### src/rtl/ex_flag_commit_pkg.sv
// Shared constants and helpers for the EX/MEM flag-commit stage.
// Opcode field layout, condition encodings and default widths live here.
package ex_flag_commit_pkg;

  localparam int DATA_W_DEF     = 16;
  localparam int REG_ADDR_W_DEF = 3;
  localparam int CNT_W_DEF      = 16;

  // ALU operation field, opcode[5:4]
  localparam logic [1:0] OP_NOP  = 2'b00;
  localparam logic [1:0] OP_ADD  = 2'b01;
  localparam logic [1:0] OP_NAND = 2'b10;
  localparam logic [1:0] OP_CMP  = 2'b11;

  localparam int CWE_BIT = 3;
  localparam int ZWE_BIT = 2;

  localparam logic [1:0] COND_ALWAYS = 2'b00;
  localparam logic [1:0] COND_C      = 2'b10;
  localparam logic [1:0] COND_Z      = 2'b01;
  localparam logic [1:0] COND_RSVD   = 2'b11;

  typedef struct packed {
    logic [1:0] op;
    logic       cwe;
    logic       zwe;
  } alu_ctl_t;

  function automatic alu_ctl_t decode_ctl(input logic [5:0] opcode);
    alu_ctl_t ctl;
    ctl.op  = opcode[5:4];
    ctl.cwe = opcode[CWE_BIT];
    ctl.zwe = opcode[ZWE_BIT];
    return ctl;
  endfunction

  // Reserved condition behaves as unconditional.
  function automatic logic cond_eval(input logic [1:0] cond,
                                     input logic       c_flag,
                                     input logic       z_flag);
    logic pass;
    unique case (cond)
      COND_ALWAYS: pass = 1'b1;
      COND_C:      pass = c_flag;
      COND_Z:      pass = z_flag;
      default:     pass = 1'b1;
    endcase
    return pass;
  endfunction

endpackage

### src/rtl/ex_flag_commit_flag_cond_unit.sv
// Architectural C/Z flag registers plus condition resolution.
// Flags move only on a committing edge for an instruction whose condition passed.
module flag_cond_unit
  import ex_flag_commit_pkg::*;
(
  input  logic       clk_i,
  input  logic       rst_i,
  input  logic       commit_i,
  input  logic       valid_i,
  input  alu_ctl_t   ctl_i,
  input  logic [1:0] cond_i,
  input  logic       alu_c_i,
  input  logic       alu_z_i,
  output logic       cond_pass_o,
  output logic       fire_o,
  output logic       c_flag_o,
  output logic       z_flag_o
);

  logic c_q, c_d;
  logic z_q, z_d;
  logic cond_pass;
  logic fire;

  assign cond_pass = cond_eval(cond_i, c_q, z_q);
  assign fire      = valid_i & cond_pass;

  always_comb begin
    c_d = c_q;
    z_d = z_q;
    if (commit_i && fire) begin
      unique case (ctl_i.op)
        OP_ADD, OP_NAND: begin
          if (ctl_i.cwe) c_d = alu_c_i;
          if (ctl_i.zwe) z_d = alu_z_i;
        end
        // Compare always writes Z and never touches C.
        OP_CMP:  z_d = alu_z_i;
        default: ;
      endcase
    end
  end

  always_ff @(posedge clk_i or posedge rst_i) begin
    if (rst_i) begin
      c_q <= 1'b0;
      z_q <= 1'b0;
    end else begin
      c_q <= c_d;
      z_q <= z_d;
    end
  end

  assign cond_pass_o = cond_pass;
  assign fire_o      = fire;
  assign c_flag_o    = c_q;
  assign z_flag_o    = z_q;

endmodule

### src/rtl/ex_flag_commit.sv
// EX/MEM boundary register with conditional-execution squash and flag commit.
// Edge priority is reset, then flush, then stall, then normal update.
module ex_flag_commit
  import ex_flag_commit_pkg::*;
#(
  parameter int DATA_W     = DATA_W_DEF,
  parameter int REG_ADDR_W = REG_ADDR_W_DEF,
  parameter int CNT_W      = CNT_W_DEF
) (
  input  logic                  In_clk,
  input  logic                  In_reset,
  input  logic                  In_valid,
  input  logic                  In_stall,
  input  logic                  In_flush,
  input  logic [5:0]            In_ALU_opcode,
  input  logic [1:0]            In_cond,
  input  logic [DATA_W-1:0]     In_ALU_result,
  input  logic                  In_ALU_CFlag,
  input  logic                  In_ALU_ZFlag,
  input  logic [REG_ADDR_W-1:0] In_rd_addr,
  input  logic                  In_rd_wen,
  input  logic [DATA_W-1:0]     In_pc,
  output logic                  Out_valid,
  output logic [DATA_W-1:0]     Out_result,
  output logic [REG_ADDR_W-1:0] Out_rd_addr,
  output logic                  Out_rd_wen,
  output logic [DATA_W-1:0]     Out_pc,
  output logic                  Out_squashed,
  output logic                  Out_CFlag,
  output logic                  Out_ZFlag,
  output logic [CNT_W-1:0]      Out_squash_count
);

  logic                  commit;
  logic                  cond_pass;
  logic                  fire;
  alu_ctl_t              ctl;

  logic                  valid_q,  valid_d;
  logic [DATA_W-1:0]     result_q, result_d;
  logic [REG_ADDR_W-1:0] rd_q,     rd_d;
  logic                  wen_q,    wen_d;
  logic [DATA_W-1:0]     pc_q,     pc_d;
  logic                  sq_q,     sq_d;
  logic [CNT_W-1:0]      cnt_q,    cnt_d;

  assign commit = ~In_flush & ~In_stall;
  assign ctl    = decode_ctl(In_ALU_opcode);

  flag_cond_unit u_flag_cond (
    .clk_i       (In_clk),
    .rst_i       (In_reset),
    .commit_i    (commit),
    .valid_i     (In_valid),
    .ctl_i       (ctl),
    .cond_i      (In_cond),
    .alu_c_i     (In_ALU_CFlag),
    .alu_z_i     (In_ALU_ZFlag),
    .cond_pass_o (cond_pass),
    .fire_o      (fire),
    .c_flag_o    (Out_CFlag),
    .z_flag_o    (Out_ZFlag)
  );

  always_comb begin
    valid_d  = valid_q;
    result_d = result_q;
    rd_d     = rd_q;
    wen_d    = wen_q;
    pc_d     = pc_q;
    sq_d     = sq_q;
    cnt_d    = cnt_q;
    if (In_flush) begin
      // Kill only the control bits; data fields keep their last value.
      valid_d = 1'b0;
      wen_d   = 1'b0;
      sq_d    = 1'b0;
    end else if (!In_stall) begin
      valid_d  = In_valid;
      result_d = In_ALU_result;
      rd_d     = In_rd_addr;
      pc_d     = In_pc;
      wen_d    = In_rd_wen & fire;
      sq_d     = In_valid & ~cond_pass;
      if (In_valid && !cond_pass && (cnt_q != {CNT_W{1'b1}}))
        cnt_d = cnt_q + CNT_W'(1);
    end
  end

  always_ff @(posedge In_clk or posedge In_reset) begin
    if (In_reset) begin
      valid_q  <= 1'b0;
      result_q <= '0;
      rd_q     <= '0;
      wen_q    <= 1'b0;
      pc_q     <= '0;
      sq_q     <= 1'b0;
      cnt_q    <= '0;
    end else begin
      valid_q  <= valid_d;
      result_q <= result_d;
      rd_q     <= rd_d;
      wen_q    <= wen_d;
      pc_q     <= pc_d;
      sq_q     <= sq_d;
      cnt_q    <= cnt_d;
    end
  end

  assign Out_valid        = valid_q;
  assign Out_result       = result_q;
  assign Out_rd_addr      = rd_q;
  assign Out_rd_wen       = wen_q;
  assign Out_pc           = pc_q;
  assign Out_squashed     = sq_q;
  assign Out_squash_count = cnt_q;

endmodule

### config.mk
export PLATFORM = sky130hd
export DESIGN_NAME = ex_flag_commit
export DESIGN_NICKNAME = d
export VERILOG_FILES = /design/src/rtl/ex_flag_commit_pkg.sv /design/src/rtl/ex_flag_commit_flag_cond_unit.sv /design/src/rtl/ex_flag_commit.sv
export SDC_FILE = /design/constraint.sdc
export NUM_CORES = 1
export LEC_CHECK = 0
export BUFFER_PORTS_ARGS = -buffer_cell sky130_fd_sc_hd__buf_2
export CAP_MARGIN = 15
export CORE_MARGIN = 1
export CORE_UTILIZATION = 49
export CTS_BUF_LIST = sky130_fd_sc_hd__clkbuf_4 sky130_fd_sc_hd__clkbuf_8
export DETAILED_ROUTE_END_ITERATION = 8
export PLACE_DENSITY = 0.83
export SKIP_LAST_GASP = 1
export SLEW_MARGIN = 15
export SYNTH_ARGS = -nofsm -noshare
export SYNTH_HDL_FRONTEND = slang
export SYNTH_SLANG_ARGS = --single-unit
### constraint.sdc
create_clock -name In_clk -period 2.27 [get_ports In_clk]
set_clock_uncertainty 0.2 [all_clocks]
set_input_delay 0.454 -clock In_clk [delete_from_list [all_inputs] [get_ports In_clk]]
set_output_delay 0.454 -clock In_clk [all_outputs]
set_load 0.02 [all_outputs]
==> results of run 1 <==
## metrics by stage
stage                     util [%]  setup TNS (ns)  power, mW  instance area [µm²]  hold WS (ns)
final                        66.93               0      2.540                 3203     -0.003455
after global routing         66.93               0      2.675                 3203       0.02028
after CTS                    66.93               0      2.579                 3203      0.002385
after detailed placement     64.60       -0.006434      1.939                 3092        0.2828
after global placement       64.60               0      1.908                 3092        0.2772
after floorplan                  -               0      1.675                 2460        0.3204
## routing by layer
metal | track usage [%] | part of all wire (%) | vias to the layer above
met1 | 23.50 | 41 | 846
met5 | 0 | 0 | -
li1 | - | - | 844
met3 | 5.801 | 7.5 | 11
met2 | 31.15 | 50 | 75
met4 | 6.536 | 1.3 | 0
## power breakdown
part | internal (mW) | switching, mW | total (mW)
logic | 0.278 | 0.379 | 0.658
clock network | 0.339 | 0.291 | 0.630
registers | 1.14 | 0.110 | 1.25
## cell families after synthesis
group / Yosys count
compound gates: 10
flops: 56
simple gates: 40
xor+xnor: 15
mux: 39
fa+ha+maj: 4
buf+inv: 10
## cells in the final DEF (no fill, tap or decap), types with 2 or more instances in the layout
cell | Yosys | final
nand2_1 | 5 | 5
nor3_1 | 3 | 3
dfrtp_1 | 56 | 56
ha_1 | 4 | 4
buf_12 | 0 | 2
nor4_1 | 3 | 3
xor2_1 | 13 | 13
nor4_2 | 2 | 2
inv_1 | 7 | 6
buf_2 | 3 | 104
nand3_1 | 10 | 10
a211oi_1 | 2 | 2
and3_1 | 2 | 2
mux2_2 | 38 | 38
xnor2_1 | 2 | 2
nor2_1 | 5 | 4
clkbuf_8 | 0 | 5
a2111oi_4 | 2 | 2
## area by class of cell
cell class | count | share of cell area [%]
clock inverters | 2 | 1.094
flip-flops and latches | 56 | 43.75
clock buffers | 6 | 2.383
multi-input cells | 108 | 31.84
well taps | 67 | 2.617
repair buffers | 106 | 17.50
inverters | 7 | 0.8203
## sequential cells by signal, indices dropped and copies added (netlist names)
signal and cells:
Out_pc 16, Out_result 16, Out_squash_count 16, Out_rd_addr 3, Out_rd_wen 1, Out_squashed 1, Out_valid 1, u_flag_cond.c_flag_o 1
u_flag_cond.z_flag_o 1
## worst paths after layout
check,slack (ns),end,depth (start not counted),from
max,0.27,Out_squash_count[1]$_DFFE_PP0P_,5,Out_squash_count[0]$_DFFE_PP0P_
min,-0.003,Out_pc[4]$_DFFE_PP0P_,2,In_reset
max reg2reg,0.27,Out_squash_count[1]$_DFFE_PP0P_,5,Out_squash_count[0]$_DFFE_PP0P_
min reg2reg,0.29,Out_squash_count[15]$_DFFE_PP0P_,1,Out_squash_count[15]$_DFFE_PP0P_
max in group asynchronous,1.32,Out_pc[8]$_DFFE_PP0P_,3,In_reset
min in group In_clk,0.17,Out_rd_wen$_DFFE_PP0P_,2,In_rd_wen
==> results.tsv, run 1 <==
stage	metric	value	unit
global_routing	grt_max_degree	36	
yosys	synth_most_common_cell	dfrtp_1	
route	drc	0	
setup_path	critPathMaxFanout	6	
global_routing	grt_pass1_vias	1630	
yosys	synthAdderAreaFrac	2.035	%
clock_network	holdBufCountCts	0	
final_layout	multiInputGateArea	1020	µm²
setup_path	cp-start-kind	flip-flop	
clock_network	cts_tree	yes	
pwr	peakVddDrop	0.0004116	V
yosys	synth_compound_area_share	5.443	%
placement	hpwl	3.763	mm
sta	worst_pin_slew	0.5573	ns
clock_network	cts.sinks	56	
yosys	synthMuxAreaShare	18.01	%
clock_network	cts_resized	0	
setup_path	cp-end-kind	flip-flop	
setup_path	critical_path.max_stage_delay	0.41	ns
pwr	powerDensity	793.0	nW/µm²
sta	final-max-slew-violation-count	0	
floorplanning	die_w	72.85	µm
clock_network	clk_path_buf_depth	2	
sta	setup_viol_count_final	0	
yosys	synth_area_leaders	dfrtp_1, mux2_2, xor2_1	
final_layout	stdcell_count	352	
clock_network	cts_root_buf	clkbuf_8	
setup_path	critPathRequiredTime	2.26	ns
route	routed_wl	4.839	mm
setup_path	criticalPathCategory	reg -> reg	
yosys	synth_area_leader_cell	dfrtp_1	
yosys	synth_nets	229	
yosys	synth_cells	174	
floorplanning	initial_core_util	51.40	%
final_layout	antenna_cells	0	
clock_network	cts_setup_buffers	0	
global_routing	grt_pass1_wl	7.659	mm
floorplanning	die_h	72.85	µm
placement	io_buffer_count	104	
yosys	yosysSeqAreaShare	56.97	%
route	firstDrtPassIters	4	
setup_path	timing.critical_path.buf_inv	0	
yosys	synth-xor-area-share	5.341	%
floorplanning	ios	107	
run_status	status	finished with violations	
placement	dp.cells	344	
yosys	synth_commonest_cells	dfrtp_1, mux2_2, xor2_1, nand3_1, inv_1	
global_routing	track_usage	18.85	%
clock_network	cts_htree_levels	2	
clock_network	numCtsBuffers	5	
yosys	synth.avg_cell_area	14.14	µm²
final_layout	syn2layout_area_growth	30.21	%
route	routedWlPerCell	13.75	µm
yosys	ys.flop_type	dfrtp_1	
final_layout	finish.net_count	339	
setup_path	worst_path_max_delay_cell	dfrtp_1	
floorplanning	coreArea	4786	µm²
sta	layout_setup_ws	0.2668	ns
pwr	leakagePower	1.623	nW
yosys	synth_seq_cells	56	
route	viasPerCell	5.045	
yosys	synth_simple_gate_area_share	10.53	%
sta	hold_violations	20	
route	vias	1776	
run_status	failed_checks	hold timing	
global_routing	antenna_found_initial	0	
sta	whs	-0.003455	ns
route	ant_nets	0	
global_routing	overflow	0	
clock_network	clock_latency	0.30	ns
flow_run	maxCapViolations	0	
route	dr.first_iter.drc_count	48	
sta	relSlewSlack	62.80	%
yosys	async_reset_ff_share	100.0	%
sta	rsz0062_at_grt	false	
yosys	synth_edf_count	0	
yosys	syn_area	2460	µm²
setup_path	worstPathCellList	ha_1 > nand2_1 > nor2b_2 > a21oi_2 > mux2_4	
yosys	ys_types	33	
yosys	yosysWarningCount	0	
floorplanning	rows	25	
sta	fin_crit	2.003	ns
sta	fin_crit_sh	88.25	%
placement	pre_cts_slack	-0.006434	ns
final_layout	nFillCells	394	
final_layout	drive_gt1_share	58.60	%
placement	gp_congestion	0.8366	
floorplanning	die_area	5307	µm²
clock_network	path_clk_slew	0.09	ns
setup_path	arrival	2.00	ns
setup_path	cpLargestDelayFamily	simple AND/OR/NAND/NOR gates	
sta	fmax	499.2	MHz
yosys	netlist.area_leader.share	56.97	%
worst_hold_path	hp-class	in -> async	
yosys	synth_top_family_by_area	multiplexers	
final_layout	regArea	1401	µm²
(Power assumes the default switching activity.)
==> run 2: changes to the inputs <==
CORE_UTILIZATION = 35   (was 49)
PLACE_DENSITY = 0.63   (was 0.83)
==> run 2 against run 1 <==
The flow now finishes without violations. Setup slack improved by 0.027 ns. Clock power fell by 3.8%. Global-route usage fell by 5.0 points. Wire length fell by 2.3%. Utilization fell by 19 points. Non-clock buffer count rose by 5. Final cell count rose by 9.1%. Critical path depth did not move. Hold slack improved by 0.18 ns. Total power fell by 1.5%. Die area rose by 39%. Sequential cell count did not move.
==> results.tsv, run 2 (synthesized netlist as in run 1, its figures left out) <==
stage	metric	value	unit	change
run_status	status	completed		was finished with violations
setup_path	reg2reg_to	Out_squash_count[1]$_DFFE_PP0P_		unchanged
placement	dp.cells	377		was 344
setup_path	critPathRequiredTime	2.25	ns	was 2.26 ns
setup_path	r2r_start	Out_squash_count[0]$_DFFE_PP0P_		unchanged
route	dr.first_iter.drc_count	34		was 48
global_routing	grt_max_degree	26		was 36
sta	fin_crit	1.976	ns	was 2.003 ns
floorplanning	die_w	85.84	µm	was 72.85 µm
clock_network	cts_root_buf	clkbuf_8		unchanged
final_layout	stdcell_count	384		was 352
global_routing	antenna_found_initial	0		unchanged
global_routing	grt_pass1_vias	1771		was 1,630
global_routing	met1_usage	16.73	%	was 23.50%
setup_path	cp-startpoint	Out_squash_count[0]$_DFFE_PP0P_		unchanged
floorplanning	coreArea	6794	µm²	was 4786 µm²
setup_path	cp-endpoint	Out_squash_count[1]$_DFFE_PP0P_		unchanged
setup_path	criticalPathCategory	reg -> reg		unchanged
floorplanning	initial_core_util	36.21	%	was 51.40%
global_routing	use_met3	3.561	%	was 5.801%
pwr	cell_internal_pwr	1.735	mW	was 1.760 mW
pwr	pwr-share-clk	24.2	%	was 24.8%
final_layout	mostFrequentLayoutCells	buf_2, dfrtp_1, mux2_2		unchanged
sta	relSlewSlack	64.78	%	was 62.80%
final_layout	drive_gt1_share	58.68	%	was 58.60%
setup_path	arrival	1.96	ns	was 2.00 ns
setup_path	rrSetupSlack	0.29	ns	was 0.27 ns
global_routing	track_usage	13.87	%	was 18.85%
setup_path	cp-end-kind	flip-flop		unchanged
placement	gp_congestion	0.8153		was 0.8366
placement	io_buffer_count	104		unchanged
clock_network	numCtsBuffers	5		unchanged
final_layout	postLayoutCellArea	3247	µm²	was 3203 µm²
sta	hold_violations	0		was 20
global_routing	grt.busiest_layer	met2		unchanged
floorplanning	die_area	7368	µm²	was 5307 µm²
sta	final-max-slew-violation-count	0		unchanged
placement	hpwl	3.668	mm	was 3.763 mm
clock_network	cts_tree	yes		unchanged
sta	rsz0062_at_grt	false		unchanged
floorplanning	rows	30		was 25
floorplanning	ios	107		unchanged
pwr	leakagePower	1.631	nW	was 1.623 nW
flow_run	maxCapViolations	0		unchanged
route	firstDrtPassIters	4		unchanged
sta	worst_pin_slew	0.5240	ns	was 0.5573 ns
worst_hold_path	hp-class	in -> reg		was in -> async
clock_network	cts.sinks	56		unchanged
clock_network	path_clk_slew	0.09	ns	about the same
sta	fmax	506.0	MHz	was 499.2 MHz
clock_network	cts_htree_levels	2		unchanged
pwr	peakVddDrop	0.0004426	V	was 0.0004116 V
final_layout	final_common_cell	buf_2		unchanged
final_layout	finish.net_count	344		was 339
pwr	p_seq_share	49.9	%	was 49.3%
route	drc	0		unchanged
route	routed_wl	4.729	mm	was 4.839 mm
route	vias	1774		was 1,776
final_layout	antenna_cells	0		unchanged
setup_path	reg2regPathDepth	5		unchanged
sta	tns	0	ns	unchanged
final_layout	utilization	47.79	%	was 66.93%
route	ant_nets	0		unchanged
pwr	pwr-share-comb	25.9	%	about the same
setup_path	cp-start-kind	flip-flop		unchanged
route	routedWlPerCell	12.32	µm	was 13.75 µm
global_routing	use_met2	24.15	%	was 31.15%
global_routing	overflow	0		unchanged
route	viasPerCell	4.620		was 5.045
clock_network	clk_path_buf_depth	2		unchanged
pwr	switchingPower	0.7669	mW	was 0.7800 mW
pwr	switching_share	30.65	%	was 30.71%
sta	fin_crit_sh	87.07	%	was 88.25%
sta	setup_viol_count_final	0		unchanged
placement	placed_cell_area	3138	µm²	was 3092 µm²
clock_network	cts_resized	0		unchanged
floorplanning	die_h	85.84	µm	was 72.85 µm
global_routing	grt_pass1_wl	8.031	mm	was 7.659 mm
setup_path	critPathMaxFanout	6		unchanged
pwr	powerDensity	770.6	nW/µm²	was 793.0 nW/µm²
clock_network	clock_latency	0.30	ns	about the same
final_layout	syn2layout_area_growth	31.99	%	was 30.21%
-- run 2: changes by cell type in the layout (fill, tap and decap cells not counted) --
cell / change
buf_12: -2
nor2_4: +1
nor2_2: -1
clkbuf_4: -1
dlygate4sd3_1: +1
clkinv_2: -1
buf_4: +6
-- run 2: through the flow --
| step | total power, mW | worst slack [ns] | hold slack, ns |
|---|---|---|---|
| 3_5_place_dp | 1.929 | 0.02675 | 0.2772 |
| 3_3_place_gp | 1.912 | 0.05853 | 0.2694 |
| 4_1_cts | 2.549 | 0.2834 | 0.1641 |
| 6_report | 2.502 | 0.2936 | 0.1774 |
| 2_1_floorplan | 1.675 | 0.2447 | 0.3204 |
| 5_1_grt | 2.649 | 0.06931 | 0.1650 |
-- run 2: worst min path at each step --
| stage | from | to | slack (ns) | cells past startpoint |
|---|---|---|---|---|
| 2_1_floorplan | In_flush | Out_squashed$_DFFE_PP0P_ | 0.32 | 1 |
| 3_3_place_gp | In_reset | Out_pc[4]$_DFFE_PP0P_ | 0.27 | 2 |
| 3_5_place_dp | In_reset | Out_pc[8]$_DFFE_PP0P_ | 0.28 | 2 |
| 4_1_cts | In_pc[4] | Out_pc[4]$_DFFE_PP0P_ | 0.16 | 2 |
| 5_1_grt | In_pc[7] | Out_pc[7]$_DFFE_PP0P_ | 0.17 | 2 |
| 6_report | In_pc[4] | Out_pc[4]$_DFFE_PP0P_ | 0.18 | 2 |
-- run 2: metal layers --
layer	share of wire (%)	wire (µm)
met5	0	0
met4	1.8	87
met3	5.2	246
met2	49	2310
met1	44	2085
-- run 2: layout make-up --
class | instances | area, µm²
clock inverter | 1 | 30.03
timing repair buffer | 111 | 575.6
clock buffer | 5 | 68.82
multi-input combinational | 108 | 1025
tap | 96 | 120.1
inverter | 7 | 26.28
sequential | 56 | 1401
fill | 650 | 3547
-- run 2: critical path: stages (launching register included) --
cell and delay (ns):
dfrtp_1 0.40, ha_1 0.21, nand2_1 0.21, nor2b_2 0.40, a21oi_2 0.13, mux2_4 0.31
-- run 2: power by group through the flow --
| stage | Sequential, mW | Clock (mW) | Combinational [mW] |
|---|---|---|---|
| floorplan | 1.44 | 0 | 0.230 |
| global placement | 1.26 | 0 | 0.647 |
| detailed placement | 1.27 | 0 | 0.658 |
| CTS | 1.25 | 0.638 | 0.660 |
| global route | 1.27 | 0.673 | 0.702 |
| finish | 1.25 | 0.606 | 0.648 |
-- run 2: what timing repair did --
item / in CTS / in global routing
endpoints found under the hold margin: 18 / 0
hold buffers: 1 / 0
setup buffers: 0 / 0
setup endpoints to repair: 0 / 0
